### config.mk
export PLATFORM = sky130hd
export DESIGN_NAME = sap1_controller_sequencer_flat
export DESIGN_NICKNAME = d
export VERILOG_FILES = /design/src/rtl/sap1_controller_sequencer_if.sv /design/src/rtl/sap1_controller_sequencer.sv /design/src/flat_wrapper.sv
export SDC_FILE = /design/constraint.sdc
export NUM_CORES = 1
export LEC_CHECK = 0
export CORE_MARGIN = 5
export CORE_UTILIZATION = 40
export CTS_CLUSTER_SIZE = 24
export DETAILED_ROUTE_END_ITERATION = 10
export PLACE_DENSITY = 0.74
export SETUP_SLACK_MARGIN = 0.1
export SKIP_CTS_REPAIR_TIMING = 1
export SKIP_LAST_GASP = 1
export SLEW_MARGIN = 20
export SYNTH_ARGS = -nofsm -noshare
export SYNTH_HDL_FRONTEND = slang
export SYNTH_SLANG_ARGS = --single-unit
### constraint.sdc
create_clock -name clk -period 2.72 [get_ports clk]
set_input_delay 0.272 -clock clk [delete_from_list [all_inputs] [get_ports clk]]
set_output_delay 0.272 -clock clk [all_outputs]
set_load 0.02 [all_outputs]
### src/rtl/sap1_controller_sequencer_if.sv
// sap1_controller_sequencer_if: opcode in, control word and T-state out between sequencer and datapath.
interface sap1_controller_sequencer_if;
    logic [3:0]  opcode;
    logic [11:0] control_word;
    logic [5:0]  t_state;
    logic        hlt;
    modport master (input opcode, output control_word, t_state, hlt);
    modport slave (output opcode, input control_word, t_state, hlt);
endinterface

### src/rtl/sap1_controller_sequencer.sv
// sap1_controller_sequencer: SAP-1 T1..T6 ring counter, opcode decode and control word.
// Define SAP1_CTRL_EARLY_FETCH_EN to end LDA/OUT/NOP early instead of always running six states.
module sap1_controller_sequencer #(
    parameter logic [3:0] OP_LDA = 4'h0,
    parameter logic [3:0] OP_ADD = 4'h1,
    parameter logic [3:0] OP_SUB = 4'h2,
    parameter logic [3:0] OP_OUT = 4'hE,
    parameter logic [3:0] OP_HLT = 4'hF
) (
    input logic clk,
    input logic clr,
    sap1_controller_sequencer_if.master bus
);
    typedef enum logic [5:0] {
        T1 = 6'b000001,
        T2 = 6'b000010,
        T3 = 6'b000100,
        T4 = 6'b001000,
        T5 = 6'b010000,
        T6 = 6'b100000
    } t_state_e;

    t_state_e    state;
    t_state_e    next;
    logic        halted;
    logic        done;
    logic [11:0] exec;

`ifdef SAP1_CTRL_EARLY_FETCH_EN
    logic nop;
    assign nop = bus.opcode != OP_LDA && bus.opcode != OP_ADD && bus.opcode != OP_SUB &&
                 bus.opcode != OP_OUT && bus.opcode != OP_HLT;
    assign done = (state == T5 && bus.opcode == OP_LDA) || (state == T4 && bus.opcode == OP_OUT) ||
                  (state == T3 && nop);
`else
    assign done = 1'b0;
`endif

    // Illegal (non-one-hot) states fall back to T1.
    assign next = (!$onehot(state) || done) ? T1 : t_state_e'({state[4:0], state[5]});

    always_ff @(posedge clk) begin
        if (clr) begin
            state  <= T1;
            halted <= 1'b0;
        end else if (!halted) begin
            if (state == T4 && bus.opcode == OP_HLT) halted <= 1'b1;
            else state <= next;
        end
    end

    always_comb begin
        exec = 12'h000;
        case (bus.opcode)
            OP_LDA:  exec = state == T4 ? 12'h240 : state == T5 ? 12'h120 : 12'h000;
            OP_ADD:  exec = state == T4 ? 12'h240 : state == T5 ? 12'h102 : state == T6 ? 12'h024 : 12'h000;
            OP_SUB:  exec = state == T4 ? 12'h240 : state == T5 ? 12'h102 : state == T6 ? 12'h02C : 12'h000;
            OP_OUT:  exec = state == T4 ? 12'h011 : 12'h000;
            default: exec = 12'h000;
        endcase
    end

    assign bus.control_word = (clr || halted) ? 12'h000 :
                              state == T1 ? 12'h600 :
                              state == T2 ? 12'h800 :
                              state == T3 ? 12'h180 : exec;
    assign bus.t_state = state;
    assign bus.hlt     = halted;
endmodule

### src/flat_wrapper.sv
// flat-port wrapper written by rule: the top's interface ports become plain ports
module sap1_controller_sequencer_flat 
#(
    parameter logic [3:0] OP_LDA = 4'h0,
    parameter logic [3:0] OP_ADD = 4'h1,
    parameter logic [3:0] OP_SUB = 4'h2,
    parameter logic [3:0] OP_OUT = 4'hE,
    parameter logic [3:0] OP_HLT = 4'hF
)
  (clk, clr, bus_opcode, bus_control_word, bus_t_state, bus_hlt);
  sap1_controller_sequencer_if bus_i ();
  input logic clk;
  input logic clr;
  input wire logic [$bits(bus_i.opcode)-1:0] bus_opcode;
  output wire logic [$bits(bus_i.control_word)-1:0] bus_control_word;
  output wire logic [$bits(bus_i.t_state)-1:0] bus_t_state;
  output wire logic [$bits(bus_i.hlt)-1:0] bus_hlt;
  assign bus_i.opcode = bus_opcode;
  assign bus_control_word = bus_i.control_word;
  assign bus_t_state = bus_i.t_state;
  assign bus_hlt = bus_i.hlt;
  sap1_controller_sequencer #(.OP_LDA(OP_LDA), .OP_ADD(OP_ADD), .OP_SUB(OP_SUB), .OP_OUT(OP_OUT), .OP_HLT(OP_HLT)) u_core (.clk(clk), .clr(clr), .bus(bus_i));
endmodule
After elaboration in Yosys (flattened, before gate mapping)
Cells that the tools add are included.

Flip-flop bits (word level): 7. Input port bits: 6. Output and inout bits: 19. Logic and storage cells: 41.

Add/sub/neg operators: 5. Equal/unequal tests: 11. Mux-type cells: 17. Bitwise gates (word level): 2. Reductions and logical operators: 4.

Operators with widths (number): 2-to-1 mux 12 bit (9); case mux 12 bit (4 select lines) (1); 2-to-1 mux 6 bit (3); 2-to-1 mux 9 bit (1); == test 4 bit (second input constant) (2); adder 1 x 1 -> 2 bit (3); adder 3 bit (2); == test 6 x 1 -> 1 bit (second input constant) (1); == test 6 x 2 -> 1 bit (second input constant) (1); == test 6 x 3 -> 1 bit (second input constant) (1); == test 6 x 4 -> 1 bit (second input constant) (1); == test 6 x 5 -> 1 bit (second input constant) (1); == test 6 bit (second input constant) (1); 2-to-1 mux 5 bit (1); == test 4 x 1 -> 1 bit (second input constant) (1); == test 4 x 2 -> 1 bit (second input constant) (1); logical NOT 4 bit (1); == test 3 x 1 -> 1 bit (second input constant) (1); 2-to-1 mux 1 bit (2); NOT 1 bit (2); AND reduction 2 bit (1); logical AND 1 bit (1); logical OR 1 bit (1).

Logic depth before layout (Yosys ltp)
Gate-level depths: netlist of the first run.

Depth in word-level cells: 9. Gate-level depth with buffers: 9. Gate-level depth less buffers: 9.

Worst setup path before layout of the first run
No wires, ideal clock.

Path type: register to register. From: register u_core.state[2], in the netlist u_core.bus.t_state[2]. To: register u_core.state[0], in the netlist u_core.bus.t_state[0]. Library setup time: 148 ps. Arrival time: 2534 ps. Required time: 2572 ps. Path slack: 38 ps. Stages on the path, launching flop included: 10. Path buffers: 0. Clock period less this slack: 2682 ps. Cell sequence: dfxtp_1 -> inv_1 -> ha_1 -> inv_1 -> fa_1 -> inv_1 -> ha_1 -> or4_4 -> a211oi_4 -> a22oi_1.

Longest elaborated chain between the ends: 5. Elaborated cells between the ends (all ways): 9. Those cells by class: add/sub (3); eq/ne (2); mux (1); bitwise (1); reduce/logical (2).

RTL lines: from (decl) (RTL line sap1_controller_sequencer.sv:23) `t_state_e state;`; from (signal assigned) (RTL line sap1_controller_sequencer.sv:48) `else state <= next;`; adder 1 x 1 -> 2 bit (not written as such) (RTL line sap1_controller_sequencer.sv:40) `assign next = (!$onehot(state) || done) ? T1 : t_state_e'({state[4:0], state[5]});`; adder 3 bit (not written as such) (2 in series) (RTL line sap1_controller_sequencer.sv:40); == test 3 x 1 -> 1 bit (RTL line sap1_controller_sequencer.sv:40); 2-to-1 mux 6 bit (RTL line sap1_controller_sequencer.sv:40).

Parallel ways exist; a longest one is shown, timed or not. A chain may end at the register's enable or synchronous reset.

Final worst setup path of the first run
From: register u_core.state[3], in the netlist u_core.bus.t_state[3]. To: register u_core.state[0], in the netlist u_core.bus.t_state[0].

The elaborated chain is that of the path after synthesis.

==> metrics.txt, run 1 <==
Tcrit/Tclk final=0.927; Hold Slack=504 ps; largest cells by area after synthesis=ha_1, dfxtp_1, inv_1, fa_1, a22o_1; drc violations=0; Final Hold Viols=0; worst-case clock buffer depth=2; row count=15; Synth Register Bits=7; Area Growth Syn to Fin=52.1%; Initial Utilization=0.424; core footprint=1750 um^2; die area=2810 um^2; H-tree levels=1; RSZ-0062 raised after global routing=true; antenna violations before repair=0; WL/cell=12.8 um; Synth warnings=0; Reg-to-Reg End=u_core.bus.t_state[0]; Crit Path Max Fanout=6; Gate Count Post-Synth=86; vias in the first global route=727; CP arrival=2620 ps; Post-Layout Cell Count=144; Die Wd=53.0 um; status=complete, no violations; All-Layer GR Usage=0.151; Clock power frac=0.155; Crit path max-delay family=adder cells; Synth top area share=0.220; PwrDens=547 nW/um^2; post-layout util=0.644; Inserted Diodes=0; Vias=745; switching share of total power=0.427; Setup crit end kind=flop; sequential fraction of the synthesis area=0.190; Yosys top cell by area=ha_1; hpwl dp=1470 um; Final Max Tran Viols=0; fill count=162; Psw=0.262 mW; CTS tree=built; Initial DRC Count=6; synthesized area=739 um^2; Post-Syn Nets=107; Final Wtd Congestion=0.838; Worst R2R Start=u_core.bus.t_state[3]; Final Setup Violations=0; Worst-path clk slew=50 ps; largest net degree at the start of global routing=8; hold path start=u_core.bus.t_state[5]; Max stage delay on crit path=520 ps; Pint=0.353 mW; drt pass-1 iters=4; worst hold path endpoint=u_core.bus.t_state[5]; Max VDD drop=460 uV; hold path cells=1; grt ovf=0; final clock skew=3.13 ps; Avg Vias per Cell=5.17; I/O pin count=25; layout cells sized above 1=0.218; Final Critical Period=2520 ps; Inst Count DP=137; Final nets=141; Die Span Y=53.0 um; commonest non-fill, non-tap cell in the layout=clkdlybuf4s50_1; crit-path cells=ha_4 > inv_2 > fa_1 > inv_1 > ha_1 > or4_4 > a211oi_4 > a22oi_1; HP Class=flop to flop; sequential share of power=0.254; FMAX=397 MHz; distinct cell type count after synthesis=30; Logic pwr share=0.591; R2R cell count=8; Worst Setup Path Type=flop to flop; port bufs=24; Critical Path RT=2820 ps; Worst R2R Setup Slack=200 ps; multi-input logic area=551 um^2; clk_lat worst skew=250 ps; commonest non-fill, non-tap cells in the layout=clkdlybuf4s50_1, ha_1, inv_1; Tightest Pin Transition=506 ps; Max Cap Viol=0; Slowest-stage cell, CP=fa_1; total wire length=1850 um; Seq. cell area=163 um^2; Num CTS Buffers=3; Synth Area per Inst=8.60 um^2; first-pass GRT wire length=3130 um; # clock sinks=7; CTS root buf=clkbuf_4; P_leak=0.517 nW; Slew headroom=0.662; Routed Antenna Nets=0; critical path buffer and inverter count=2; Startpoint Class=flop
-- kinds of logic (layout without fill, tap and decap cells) --
group / Yosys count / count (layout) / synth area share
and+or+nand+nor: 32 / 32 / 0.252
adders and majority gates: 15 / 15 / 0.274
DFF: 7 / 7 / 0.190
AOI/OAI and AO/OA: 14 / 14 / 0.174
xor gates and xnor gates: 2 / 2 / 0.0237
buffers and inverters: 16 / 49 / 0.0863
-- flip-flops by register name, summed over array words and instances (netlist names) --
| register | count |
|---|---|
| u_core.bus.hlt | 1 |
| u_core.bus.t_state | 6 |
-- cells in the mapped netlist --
cell type  count
and4_1         2
nand2b_1       2
xor2_1         1
a22oi_1        2
a31oi_1        1
xnor2_1        1
nand2_1        5
a21oi_1        2
and2_1         1
a22o_2         2
a211oi_4       1
buf_4          1
or4_4          1
nor3b_1        1
a22o_1         3
o32ai_2        1
nand3_1        4
and3_1         1
nand4_1        3
nor2_1         4
ha_1          13
dfxtp_1        7
inv_1         15
nand4b_1       2
nor2b_1        1
nor3_1         4
o211ai_1       1
fa_1           2
a211oi_1       1
nor4b_1        1
-- worst register-to-register path: stages (launching register included) --
cell,delay [ps]
dfxtp_4,380
ha_4,140
inv_2,30
fa_1,520
inv_1,40
ha_1,280
or4_4,520
a211oi_4,300
a22oi_1,150
-- stage by stage --
stage / total power [mW] / cell area, um^2 / setup slack [ps] / TNS [ps]
4_1_cts: 0.605 / 1060 / -125 / -229
6_report: 0.615 / 1120 / 199 / 0
3_3_place_gp: 0.494 / 1030 / 66.9 / 0
2_1_floorplan: 0.380 / 744 / 100 / 0
5_1_grt: 0.670 / 1120 / 85.5 / 0
3_5_place_dp: 0.505 / 1030 / -15.9 / -15.9
-- power by group through the flow --
stage	logic (mW)	clock network [mW]	registers [mW]
detailed placement	0.353	0	0.151
floorplan	0.217	0	0.163
global placement	0.345	0	0.148
global route	0.404	0.106	0.160
finish	0.364	0.0954	0.156
CTS	0.356	0.0993	0.150
-- metal layers --
metal,vias to the layer above,wire length (um),part of all wire,global-route usage
li1,373,-,-,-
met1,349,803,0.43,0.179
met2,20,914,0.49,0.262
met3,3,101,0.055,0.0225
met4,0,29,0.016,0.0766
met5,-,0,0,0
-- final cells by class --
cell class | count | share of cell area
Timing Repair Buffer | 30 | 0.265
Clock buffer | 4 | 0.0234
Sequential cell | 7 | 0.145
Inverter | 15 | 0.0501
Tap cell | 25 | 0.0278
Multi-Input combinational cell | 63 | 0.489
-- how the worst max path moves through the flow --
stage	from	end	slack, ps	cells after the start
floorplan	u_core.bus.t_state[0]	u_core.bus.t_state[0]	100	9
finish	u_core.bus.t_state[3]	u_core.bus.t_state[0]	200	8
global placement	u_core.bus.t_state[0]	u_core.bus.t_state[0]	70	9
detailed placement	u_core.bus.t_state[0]	u_core.bus.t_state[0]	-20	9
global route	u_core.bus.t_state[4]	u_core.bus.t_state[0]	90	8
CTS	u_core.bus.t_state[0]	bus_control_word[3]	-130	6
No activity file was read; power rests on OpenSTA's default activity.
==> run 2, diff against run 1 <==
Settings changed: CTS_CLUSTER_SIZE 24 to 30.
==> results of run 2 <==
The final DEF is identical to that of run 1; final timing and power are the same.
